`config.mk`:
```
export PLATFORM = sky130hd
export DESIGN_NAME = led_pattern_seq
export DESIGN_NICKNAME = d
export VERILOG_FILES = /design/src/rtl/led_pattern_seq.sv
export SDC_FILE = /design/constraint.sdc
export NUM_CORES = 1
export LEC_CHECK = 0
export CELL_PAD_IN_SITES_DETAIL_PLACEMENT = 1
export CELL_PAD_IN_SITES_GLOBAL_PLACEMENT = 1
export CORE_MARGIN = 2
export CORE_UTILIZATION = 30
export CTS_CLUSTER_DIAMETER = 80
export DETAILED_ROUTE_END_ITERATION = 10
export PLACE_DENSITY_LB_ADDON = 0.08
export RECOVER_POWER = 50
export SYNTH_ARGS = -nofsm -noshare
export SYNTH_HDL_FRONTEND = slang
export SYNTH_SLANG_ARGS = --single-unit
```
`constraint.sdc`:
```
create_clock -name CLOCK_50 -period 11.5 [get_ports CLOCK_50]
set_input_delay 2.3 -clock CLOCK_50 [delete_from_list [all_inputs] [get_ports CLOCK_50]]
set_output_delay 2.3 -clock CLOCK_50 [all_outputs]
set_load 0.02 [all_outputs]
```
`src/rtl/led_pattern_seq.sv`:
```
// led_pattern_seq: LED blink-mode sequencer with a button-adjustable period.
// Three active-low keys are synchronised, debounced and edge-detected. The
// resulting presses queue a period request that is applied at the next tick.
// Optional feature: define LED_CHASE_EN to add mode 3, a walking green bit.
module led_pattern_seq #(
  parameter int WIDTH      = 8,
  parameter int STEP_TICKS = 12500000,
  parameter int DEF_STEPS  = 2,
  parameter int MIN_STEPS  = 1,
  parameter int MAX_STEPS  = 8,
  parameter int BLINKS     = 3,
  parameter int DEB_CYCLES = 1000000
) (
  input  logic                           CLOCK_50,
  input  logic                           RESET,
  input  logic [2:0]                     KEY,
  output logic [WIDTH-1:0]               LEDG,
  output logic [WIDTH-1:0]               LEDR,
  output logic [1:0]                     MODE,
  output logic [$clog2(MAX_STEPS+1)-1:0] STEPS
);

  localparam int PHASES = 2 * BLINKS;
  localparam int PW     = (PHASES > 1) ? $clog2(PHASES) : 1;
  localparam int DW     = $clog2(DEB_CYCLES + 1);
  localparam int SW     = $clog2(MAX_STEPS + 1);

`ifdef LED_CHASE_EN
  typedef enum logic [1:0] {MODE_GREEN = 2'd0, MODE_RED = 2'd1, MODE_BOTH = 2'd2,
                            MODE_CHASE = 2'd3} mode_e;
  localparam mode_e LAST_MODE = MODE_CHASE;
`else
  typedef enum logic [1:0] {MODE_GREEN = 2'd0, MODE_RED = 2'd1, MODE_BOTH = 2'd2} mode_e;
  localparam mode_e LAST_MODE = MODE_BOTH;
`endif

  typedef enum logic [1:0] {REQ_NONE, REQ_SLOWER, REQ_FASTER, REQ_DEFAULT} req_e;

  logic [2:0]          sync1_q, sync1_d, sync2_q, sync2_d;
  logic [2:0]          deb_q, deb_d, press_q, press_d;
  logic [2:0][DW-1:0]  deb_cnt_q, deb_cnt_d;
  req_e                pend_q, pend_d;
  logic [31:0]         cnt_q, cnt_d, period;
  logic [SW-1:0]       steps_q, steps_d;
  logic [PW-1:0]       phase_q, phase_d;
  mode_e               mode_q, mode_d;
  logic [WIDTH-1:0]    ledg_q, ledg_d, ledr_q, ledr_d, blink;
  logic                tick;

  // Key path: synchronise, accept a level after DEB_CYCLES of disagreement, flag 1->0.
  always_comb begin
    sync1_d = KEY;
    sync2_d = sync1_q;
    for (int k = 0; k < 3; k++) begin
      // NOTE: every always_comb output gets a default first, so no path can infer a latch.
      deb_d[k]     = deb_q[k];
      deb_cnt_d[k] = '0;
      if (sync2_q[k] != deb_q[k]) begin
        if (deb_cnt_q[k] == DW'(DEB_CYCLES - 1)) deb_d[k] = sync2_q[k];
        else                                     deb_cnt_d[k] = deb_cnt_q[k] + 1'b1;
      end
    end
    press_d = deb_q & ~deb_d;
  end

  // Period counter, request application and LED pattern generation at each tick.
  always_comb begin
    period  = 32'(steps_q) * 32'(STEP_TICKS);
    tick    = (cnt_q == period - 32'd1);
    cnt_d   = tick ? 32'd0 : cnt_q + 32'd1;
    pend_d  = pend_q;
    steps_d = steps_q;
    phase_d = phase_q;
    mode_d  = mode_q;
    ledg_d  = ledg_q;
    ledr_d  = ledr_q;
    blink   = phase_q[0] ? '0 : '1;
    if (tick) begin
      pend_d = REQ_NONE;
      case (pend_q)
        REQ_SLOWER:  if (steps_q < SW'(MAX_STEPS)) steps_d = steps_q + 1'b1;
        REQ_FASTER:  if (steps_q > SW'(MIN_STEPS)) steps_d = steps_q - 1'b1;
        REQ_DEFAULT: steps_d = SW'(DEF_STEPS);
        default:     ;
      endcase
      case (mode_q)
        MODE_GREEN: begin ledg_d = blink; ledr_d = '0;    end
        MODE_RED:   begin ledg_d = '0;    ledr_d = blink; end
        MODE_BOTH:  begin ledg_d = blink; ledr_d = blink; end
`ifdef LED_CHASE_EN
        MODE_CHASE: begin ledg_d = WIDTH'(1) << (int'(phase_q) % WIDTH); ledr_d = '0; end
`endif
        default:    begin ledg_d = '0;    ledr_d = '0;    end
      endcase
      if (phase_q == PW'(PHASES - 1)) begin
        phase_d = '0;
        mode_d  = (mode_q == LAST_MODE) ? MODE_GREEN : mode_e'(mode_q + 2'd1);
      end else begin
        phase_d = phase_q + 1'b1;
      end
    end
    // A press in the tick cycle overrides the clear, so it waits for the next tick.
    if      (press_q[0]) pend_d = REQ_SLOWER;
    else if (press_q[1]) pend_d = REQ_FASTER;
    else if (press_q[2]) pend_d = REQ_DEFAULT;
  end

  // State register with synchronous reset; all outputs come straight from flops.
  always_ff @(posedge CLOCK_50) begin
    // NOTE: sequential state uses non-blocking assignments so every flop sees pre-edge values.
    if (RESET) begin
      sync1_q   <= '1;
      sync2_q   <= '1;
      deb_q     <= '1;
      deb_cnt_q <= '0;
      press_q   <= '0;
      pend_q    <= REQ_NONE;
      cnt_q     <= '0;
      steps_q   <= SW'(DEF_STEPS);
      phase_q   <= '0;
      mode_q    <= MODE_GREEN;
      ledg_q    <= '0;
      ledr_q    <= '0;
    end else begin
      sync1_q   <= sync1_d;
      sync2_q   <= sync2_d;
      deb_q     <= deb_d;
      deb_cnt_q <= deb_cnt_d;
      press_q   <= press_d;
      pend_q    <= pend_d;
      cnt_q     <= cnt_d;
      steps_q   <= steps_d;
      phase_q   <= phase_d;
      mode_q    <= mode_d;
      ledg_q    <= ledg_d;
      ledr_q    <= ledr_d;
    end
  end

  assign LEDG  = ledg_q;
  assign LEDR  = ledr_q;
  assign MODE  = mode_q;
  assign STEPS = steps_q;

endmodule

```
==> flow_metrics.tcl, run 1 <==
set metrics [dict create \
    hold_viol 0 \
    vias_per_cell 4.97 \
    grt_first_pass_wirelength_mm 31.9 \
    synth_area_leaders "dfxtp_1 (32%), xnor2_1 (7.5%), xor2_1 (7.2%)" \
    grt_overflow_total 0 \
    clockRootBuffer "clkbuf_16" \
    rows 56 \
    register_area_um2 2340 \
    dr.pass1.iters 4 \
    clockBufferDepth 2 \
    post-route-util_pct 35.1 \
    hp-class "reg2reg" \
    worst-path-buf-inv 1 \
    dp_hpwl_mm 14.6 \
    cts_hold_buf 0 \
    worstPathMaxFanout 31 \
    grt_antenna_before_repair 0 \
    cts.clk_slew.worst_paths_ns 0.06 \
    setup_viol_count_final 0 \
    dieArea_um2 25300 \
    min_period_over_period_pct 59.2 \
    drt_iter0_markers 200 \
    ys_top_cells_by_count "nor2_1 (134), dfxtp_1 (117), xnor2_1 (62), xor2_1 (59), nand2_1 (57)" \
    antenna_left 0 \
    skew_ns 0.0136 \
    ys.flop_type "dfxtp_1" \
    nFillCells 2780 \
    grt_setup_unrepaired "false" \
    synth_seq_area_share_pct 32.4 \
    layout_setup_ws_ns 4.69 \
    avgRoutedWirePerCell_um 16.1 \
    crit_chain "inv_1, fa_1, xnor2_1, ha_1, fa_1, xor2_1, or4_4, a221oi_1, nand4b_1, xnor2_1, or4_1, a2111o_1, or4_4, o31ai_4, nor2_1" \
    numCtsBuffers 17 \
    synthCells 850 \
    crit_type "reg2reg" \
    portBuffers 26 \
    fin_cells 1183 \
    crit_path_end_kind "flip-flop" \
    cts_tree "built" \
    wl_mm 19.0 \
    cts_max_level 4 \
    clock_latency_ns 0.42 \
    top_usage_layer "met2" \
    core_area_um2 23500 \
    grt_usage_pct 15.5 \
    cts.sinks 117 \
    slew_viol_final 0 \
    syn-num-nets 895 \
    syn_area_um2 7220 \
    synth_top_cell_by_area "dfxtp_1" \
    num_vias 5880 \
    cp-start-kind "flip-flop" \
    dp_slack_ns 4.66 \
    grtUsageMet3_pct 3.15 \
    grt_use_met1_pct 19.8 \
    grt_pass1_vias 6099 \
    critPathMaxStageDelay_ns 0.96 \
    synth_cell_types 75 \
    crit_arrival_ns 7.05 \
    p_leak_nw 3.07 \
    slew_headroom_pct 20.4 \
    cap_violations 0 \
    period_needed_ns 6.81 \
    synth_edf_count 0 \
    fmax_ghz 0.147 \
    initial_utilization_pct 30.7 \
    io_pins 27 \
    layout.nets 896 \
    post_cts_buffers 0 \
    fin_tns_setup_ns 0 \
    multi_input_area_um2 4560 \
    cp_top_family "compound AO/OA/AOI/OAI gates" \
    grt_max_degree 32 \
    critPathRequiredTime_ns 11.74 \
    area_growth_pct 14.4 \
    drc_errors 0 \
    yosys.cell_count.top_type "nor2_1" \
    power.density_nw_per_um2 117 \
    syn_area_per_cell_um2 8.50 \
    fp.dieW_um 159 \
    synth_warnings 0 \
    num_antenna_cells 0 \
    die_h_um 159 \
    grt_util_met2_pct 26.9 \
    slowest_stage "o31ai_4" \
    power_mw 0.968 \
    ir_drop_mv 0.0671 \
    postCtsResizedCells 0 \
    ys_ff_latch 117 \
    place.gp.congestion 0.806 \
    yosys.area.top_type_share_pct 32.4 \
    final_layout_size_suffix_gt1_share_pct 7.29 \
    placed_cells 1151 \
    status "finished, final reports clean" \
    tightest_slew_ns 1.19 \
    synth_async_sr_flop_share_pct 0 \
]
-- metrics by stage --
stage                     instance area (um^2)  hold WS, ns
final                                     8270        0.422
after global routing                      8270        0.445
after CTS                                 8270        0.424
after detailed placement                  7670        0.407
after global placement                    7670        0.406
after floorplan                           7220        0.389
-- path summary, 6_finish.rpt --
kind | start | slack [ns] | depth (start not counted) | to
worst max-delay path | STEPS[2] | 4.69 | 15 | cnt_q[12]
worst max register to register | STEPS[2] | 4.69 | 15 | cnt_q[12]
worst min-delay path | sync1_q[0] | 0.42 | 1 | sync2_q[0]
worst min register to register | sync1_q[0] | 0.42 | 1 | sync2_q[0]
-- cell families after synthesis --
kind of cell	Yosys count	synth area share, %
AOI/OAI and AO/OA	107	11.1
xor gates and xnor gates	126	16.2
adders and majority gates	40	7.45
buffers and inverters	72	4.64
DFF	117	32.4
muxes	14	2.01
and+or+nand+nor	374	26.2
-- cells in the final DEF (no fill, tap or decap), types with 6 or more instances in the layout --
cell type | netlist | final
nand3b_1 | 7 | 7
xor2_1 | 59 | 59
or2_2 | 7 | 7
inv_1 | 27 | 27
xnor2_1 | 62 | 62
a21o_1 | 12 | 12
dfxtp_1 | 117 | 117
clkdlybuf4s50_1 | 0 | 25
nor4b_1 | 6 | 6
ha_1 | 35 | 35
nand3_1 | 42 | 42
mux2i_1 | 10 | 10
o21ai_0 | 13 | 13
nand2_1 | 57 | 57
nor3_1 | 12 | 12
nor2_1 | 134 | 134
or3_1 | 8 | 8
nand4_1 | 22 | 22
and3_1 | 39 | 39
a21oi_1 | 26 | 26
nor2b_1 | 7 | 7
clkbuf_16 | 0 | 17
-- area by class of cell --
class | instances | area share [%]
well taps | 319 | 4.83
flip-flops and latches | 117 | 28.3
clock buffers | 19 | 5.36
clock inverters | 13 | 1.97
repair buffers | 27 | 3.19
multi-input cells | 661 | 55.1
inverters | 27 | 1.23
-- registers in the layout, indices dropped and copies added, names as in the netlist --
register	cells
deb_cnt_q	60
cnt_q	32
STEPS	4
deb_q	3
phase_q	3
press_q	3
sync1_q	3
sync2_q	3
MODE	2
pend_q	2
LEDG	1
LEDR	1
-- report_power, final --
group          internal (mW)  switching [mW]
combinational        0.00390         0.00762
clock                  0.333           0.215
sequential             0.407         0.00159
total                  0.744           0.224
-- per-layer routing --
metal	share of wire, %	wire length, um
met5	0	0
met4	0.91	172
met3	1.6	304
met2	49	9250
met1	49	9260
Power figures use the tool's default switching activity.
==> run 2: changes to the inputs <==
==> constraint.sdc (replaced) <==
create_clock -name CLOCK_50 -period 7 [get_ports CLOCK_50]
set_input_delay 1.4 -clock CLOCK_50 [delete_from_list [all_inputs] [get_ports CLOCK_50]]
set_output_delay 1.4 -clock CLOCK_50 [all_outputs]
set_load 0.02 [all_outputs]
==> run 2 against run 1 <==
- final cell count up 0.17%
- sequential share of layout area up 0.11 points
- largest cell class unchanged
- combinational power up 68%
- worst setup slack worse by 4.1 ns
- count of clock-buffer cells in the layout down 1
==> flow_metrics.tcl, run 2 (same netlist as run 1, synthesis figures left out) <==
set metrics [dict create \
    slew_headroom_pct 40.6 \
    place.gp.congestion 0.797 \
    portBuffers 26 \
    grt_max_degree 32 \
    drt_iter0_markers 261 \
    cap_violations 0 \
    hold_viol 0 \
    slew_viol_final 0 \
    final_layout_size_suffix_gt1_share_pct 7.62 \
    setup_viol_count_final 0 \
    fin_tns_setup_ns 0 \
    cp-start-kind "flip-flop" \
    grt_antenna_before_repair 0 \
    antenna_left 0 \
    critPathRequiredTime_ns 7.30 \
    initial_utilization_pct 30.7 \
    core_area_um2 23500 \
    cts.sinks 117 \
    min_period_over_period_pct 91.0 \
    rows 56 \
    status "finished, final reports clean" \
    final_common_cell "nor2_1" \
    tightest_slew_ns 0.883 \
    wl_mm 19.4 \
    cts_tree "built" \
    numCtsBuffers 17 \
    grt_pass1_vias 6231 \
    cts.clk_slew.worst_paths_ns 0.07 \
    num_vias 5977 \
    crit_type "reg2reg" \
    cp_top_family "simple AND/OR/NAND/NOR gates" \
    critPathMaxStageDelay_ns 0.64 \
    grt_first_pass_wirelength_mm 32.2 \
    ir_drop_mv 0.108 \
    skew_ns 0.0161 \
    cts_max_level 4 \
    crit_chain "inv_1, fa_1, xnor2_1, ha_1, fa_1, xor2_1, or4_4, a221oi_1, nand4b_1, xnor2_1, or4_1, a2111o_1, nor4_1, nand3_1, a221o_1" \
    nFillCells 2810 \
    regMostFlops "deb_cnt_q" \
    vias_per_cell 5.04 \
    num_antenna_cells 0 \
    drc_errors 0 \
    dr.pass1.iters 4 \
    slowest_stage "fa_1" \
    period_needed_ns 6.37 \
    crit_arrival_ns 6.67 \
    io_pins 27 \
    avgRoutedWirePerCell_um 16.3 \
    grt_setup_unrepaired "false" \
    mostFrequentLayoutCells "nor2_1 (134), dfxtp_1 (117), xnor2_1 (62), xor2_1 (59), nand2_1 (57)" \
    fp.dieW_um 159 \
    post-route-util_pct 35.0 \
    dp_hpwl_mm 14.9 \
    grt_usage_pct 15.6 \
    layout.nets 898 \
    post_cts_buffers 0 \
    die_h_um 159 \
    worstPathMaxFanout 9 \
    hp-class "reg2reg" \
    cts_hold_buf 0 \
    clock_latency_ns 0.41 \
    postCtsResizedCells 0 \
    area_growth_pct 14.0 \
    clockBufferDepth 2 \
    power.density_nw_per_um2 184 \
    p_leak_nw 3.10 \
    dieArea_um2 25300 \
    worst-path-buf-inv 1 \
    grt_overflow_total 0 \
    largest_reg_flops 60 \
    crit_path_end_kind "flip-flop" \
    fmax_ghz 0.157 \
    clockRootBuffer "clkbuf_16" \
]
## run 2: worst reg2reg max path, stage by stage, from the launching register on
cell      delay, ns
dfxtp_1        0.58
inv_1          0.24
fa_1           0.64
xnor2_1        0.15
ha_1           0.31
fa_1           0.53
xor2_1         0.22
or4_4          0.48
a221oi_1       0.50
nand4b_1       0.19
xnor2_1        0.15
or4_1          0.46
a2111o_1       0.45
nor4_1         0.58
nand3_1        0.41
a221o_1        0.38
## run 2: final cells by class
class | instances | area [um^2] | area share [%]
Multi-Input combinational cell | 661 | 4560 | 55.3
Sequential cell | 117 | 2340 | 28.4
Clock buffer | 18 | 429 | 5.21
Tap cell | 319 | 399 | 4.85
Timing Repair Buffer | 29 | 283 | 3.43
Clock inverter | 14 | 126 | 1.53
Inverter | 27 | 101 | 1.23
## run 2: per-layer routing
layer	GRT usage [%]	vias to the layer above	wire length, um
li1	-	2965	-
met1	19.7	2968	9200
met2	27.7	31	9650
met3	2.29	13	283
met4	4.21	0	220
met5	0	-	0
## run 2: path summary, 6_finish.rpt
check | startpoint | endpoint | slack [ns] | cells after the start
hold / removal | sync1_q[0] | sync2_q[0] | 0.41 | 1
setup reg to reg | STEPS[2] | pend_q[0] | 0.63 | 15
setup / recovery | STEPS[2] | pend_q[0] | 0.63 | 15
hold reg to reg | sync1_q[0] | sync2_q[0] | 0.41 | 1
## run 2: power by group
| group | switching, mW | internal (mW) | leakage (nW) |
|---|---|---|---|
| combinational | 0.0127 | 0.00661 | 1.90 |
| sequential | 0.00242 | 0.670 | 0.944 |
| clock | 0.330 | 0.490 | 0.260 |
| total | 0.345 | 1.17 | 3.10 |
## run 2: per-stage QoR
| stage | hold WS (ns) | cells | setup WS (ns) | total power [mW] | area, um^2 |
|---|---|---|---|---|---|
| finish | 0.410 | 1185 | 0.627 | 1.51 | 8240 |
| global route | 0.435 | 1185 | 0.120 | 1.57 | 8240 |
| CTS | 0.414 | 1185 | 0.556 | 1.54 | 8240 |
| detailed placement | 0.398 | 1153 | 0.582 | 0.707 | 7680 |
| global placement | 0.395 | 1153 | 0.642 | 0.706 | 7680 |
| floorplan | 0.389 | 850 | 1.11 | 0.699 | 7220 |
==> run 3: changes to the inputs <==
--- a/config.mk
+++ b/config.mk
@@ -11,8 +11,9 @@
 export CORE_UTILIZATION = 30
 export CTS_CLUSTER_DIAMETER = 80
 export DETAILED_ROUTE_END_ITERATION = 10
-export PLACE_DENSITY_LB_ADDON = 0.08
+export PLACE_DENSITY = 0.64
 export RECOVER_POWER = 50
+export SLEW_MARGIN = 20
 export SYNTH_ARGS = -nofsm -noshare
 export SYNTH_HDL_FRONTEND = slang
 export SYNTH_SLANG_ARGS = --single-unit
==> run 3 against run 2 <==
- clock skew fell by 0.0065 ns
- clock power barely moved
- flip-flop and latch count did not move
- final area rose by 0.12%
- critical path depth did not move
- sequential power barely moved
- largest power group unchanged
==> flow_metrics.tcl, run 3 (same netlist as run 1, synthesis figures left out) <==
set metrics [dict create \
    final_layout_size_suffix_gt1_share_pct 7.84 \
    r2r_slack_ns 0.71 \
    skew_ns 0.00963 \
    drc_errors 0 \
    critPathRequiredTime_ns 7.30 \
    vias_per_cell 4.97 \
    portBuffers 26 \
    crit_type "reg2reg" \
    grt_first_pass_wirelength_mm 29.9 \
    final_common_cell "nor2_1" \
    mostFrequentLayoutCells "nor2_1 (134), dfxtp_1 (117), xnor2_1 (62), xor2_1 (59), nand2_1 (57)" \
    grt_setup_unrepaired "false" \
    clockRootBuffer "clkbuf_16" \
    initial_utilization_pct 30.7 \
    grt_antenna_before_repair 0 \
    timing.rr.start "STEPS[3]" \
    clockBufferDepth 2 \
    min_path_cells 1 \
    min_period_over_period_pct 89.9 \
    largest_reg_flops 60 \
    fin_tns_setup_ns 0 \
    grt_max_degree 32 \
    hp-start "sync1_q[0]" \
    tightest_slew_ns 0.880 \
    crit_path_end_kind "flip-flop" \
    slew_headroom_pct 40.8 \
    grt_overflow_total 0 \
    slew_viol_final 0 \
    cap_violations 0 \
    antenna_left 0 \
    layout.nets 899 \
    place.gp.congestion 0.840 \
    grt_usage_pct 14.3 \
    period_needed_ns 6.29 \
    postCtsResizedCells 0 \
    num_vias 5897 \
    avgRoutedWirePerCell_um 14.9 \
    clock_latency_ns 0.42 \
    area_growth_pct 14.1 \
    worstHoldEndpoint "sync2_q[0]" \
    crit_arrival_ns 6.59 \
    reg2reg_to "pend_q[0]" \
    ir_drop_mv 0.135 \
    hp-class "reg2reg" \
    numCtsBuffers 17 \
    drt_iter0_markers 230 \
    ff2ff_path_depth 15 \
    wl_mm 17.7 \
    worstPathMaxFanout 10 \
    fp.dieW_um 159 \
    hold_viol 0 \
    rows 56 \
    dp_hpwl_mm 13.3 \
    cts_tree "built" \
    num_antenna_cells 0 \
    post_cts_buffers 0 \
    p_leak_nw 3.09 \
    core_area_um2 23500 \
    setup_viol_count_final 0 \
    regMostFlops "deb_cnt_q" \
    power.density_nw_per_um2 184 \
    placed_cells 1154 \
    cts.clk_slew.worst_paths_ns 0.06 \
    fmax_ghz 0.159 \
    fin_cells 1186 \
    io_pins 27 \
    dieArea_um2 25300 \
    cts_max_level 4 \
    status "finished, final reports clean" \
    dr.pass1.iters 4 \
    cts.sinks 117 \
    die_h_um 159 \
    cts_hold_buf 0 \
    cp-start-kind "flip-flop" \
    grt_pass1_vias 5962 \
]
-- run 3: final cells by class --
cell class	count	area (um^2)
Clock buffer	17	425
Tap cell	319	399
Sequential cell	117	2340
Inverter	27	101
Multi-Input combinational cell	661	4560
Clock inverter	15	133
Fill cell	2830	15300
Timing Repair Buffer	30	290
-- run 3: worst max path at each step --
stage               cells after the start        end      from
CTS                                    15  pend_q[0]  STEPS[3]
global placement                       15  pend_q[0]  STEPS[3]
global route                           16  pend_q[0]  STEPS[3]
detailed placement                     15  pend_q[0]  STEPS[3]
floorplan                              15   STEPS[1]  STEPS[2]
finish                                 15  pend_q[0]  STEPS[3]
-- run 3: per-layer routing --
metal / part of all wire [%] / up-vias / global-route usage [%]
li1: - / 2971 / -
met1: 51 / 2830 / 19.1
met2: 44 / 67 / 22.9
met3: 2.6 / 29 / 2.74
met4: 2.1 / 0 / 5.04
met5: 0 / - / 0
-- run 3: worst max-delay path, cell delays in order (launching register included) --
cell,delay (ns)
dfxtp_1,0.56
inv_1,0.21
fa_1,0.63
xnor2_1,0.10
ha_1,0.34
ha_1,0.32
a211oi_2,0.53
o211ai_1,0.32
a221oi_1,0.56
nand4b_1,0.18
xnor2_1,0.15
or4_1,0.46
a2111o_1,0.44
nor4_1,0.58
nand3_1,0.41
a221o_1,0.39
-- run 3: report_power, final --
group / switching [mW] / leakage (nW) / internal (mW)
Combinational: 0.0117 / 1.88 / 0.00664
Clock: 0.334 / 0.266 / 0.489
Sequential: 0.00259 / 0.944 / 0.670
Total: 0.348 / 3.09 / 1.17
-- run 3: per-stage QoR --
stage	cell area, um^2	setup slack, ns	total power, mW	util (%)	hold WS (ns)
finish	8250	0.709	1.51	35.0	0.412
global route	8250	0.284	1.57	35.0	0.420
CTS	8250	0.689	1.54	35.0	0.417
detailed placement	7690	0.679	0.706	32.7	0.404
global placement	7690	0.842	0.706	32.7	0.402
floorplan	7220	1.11	0.699	-	0.389
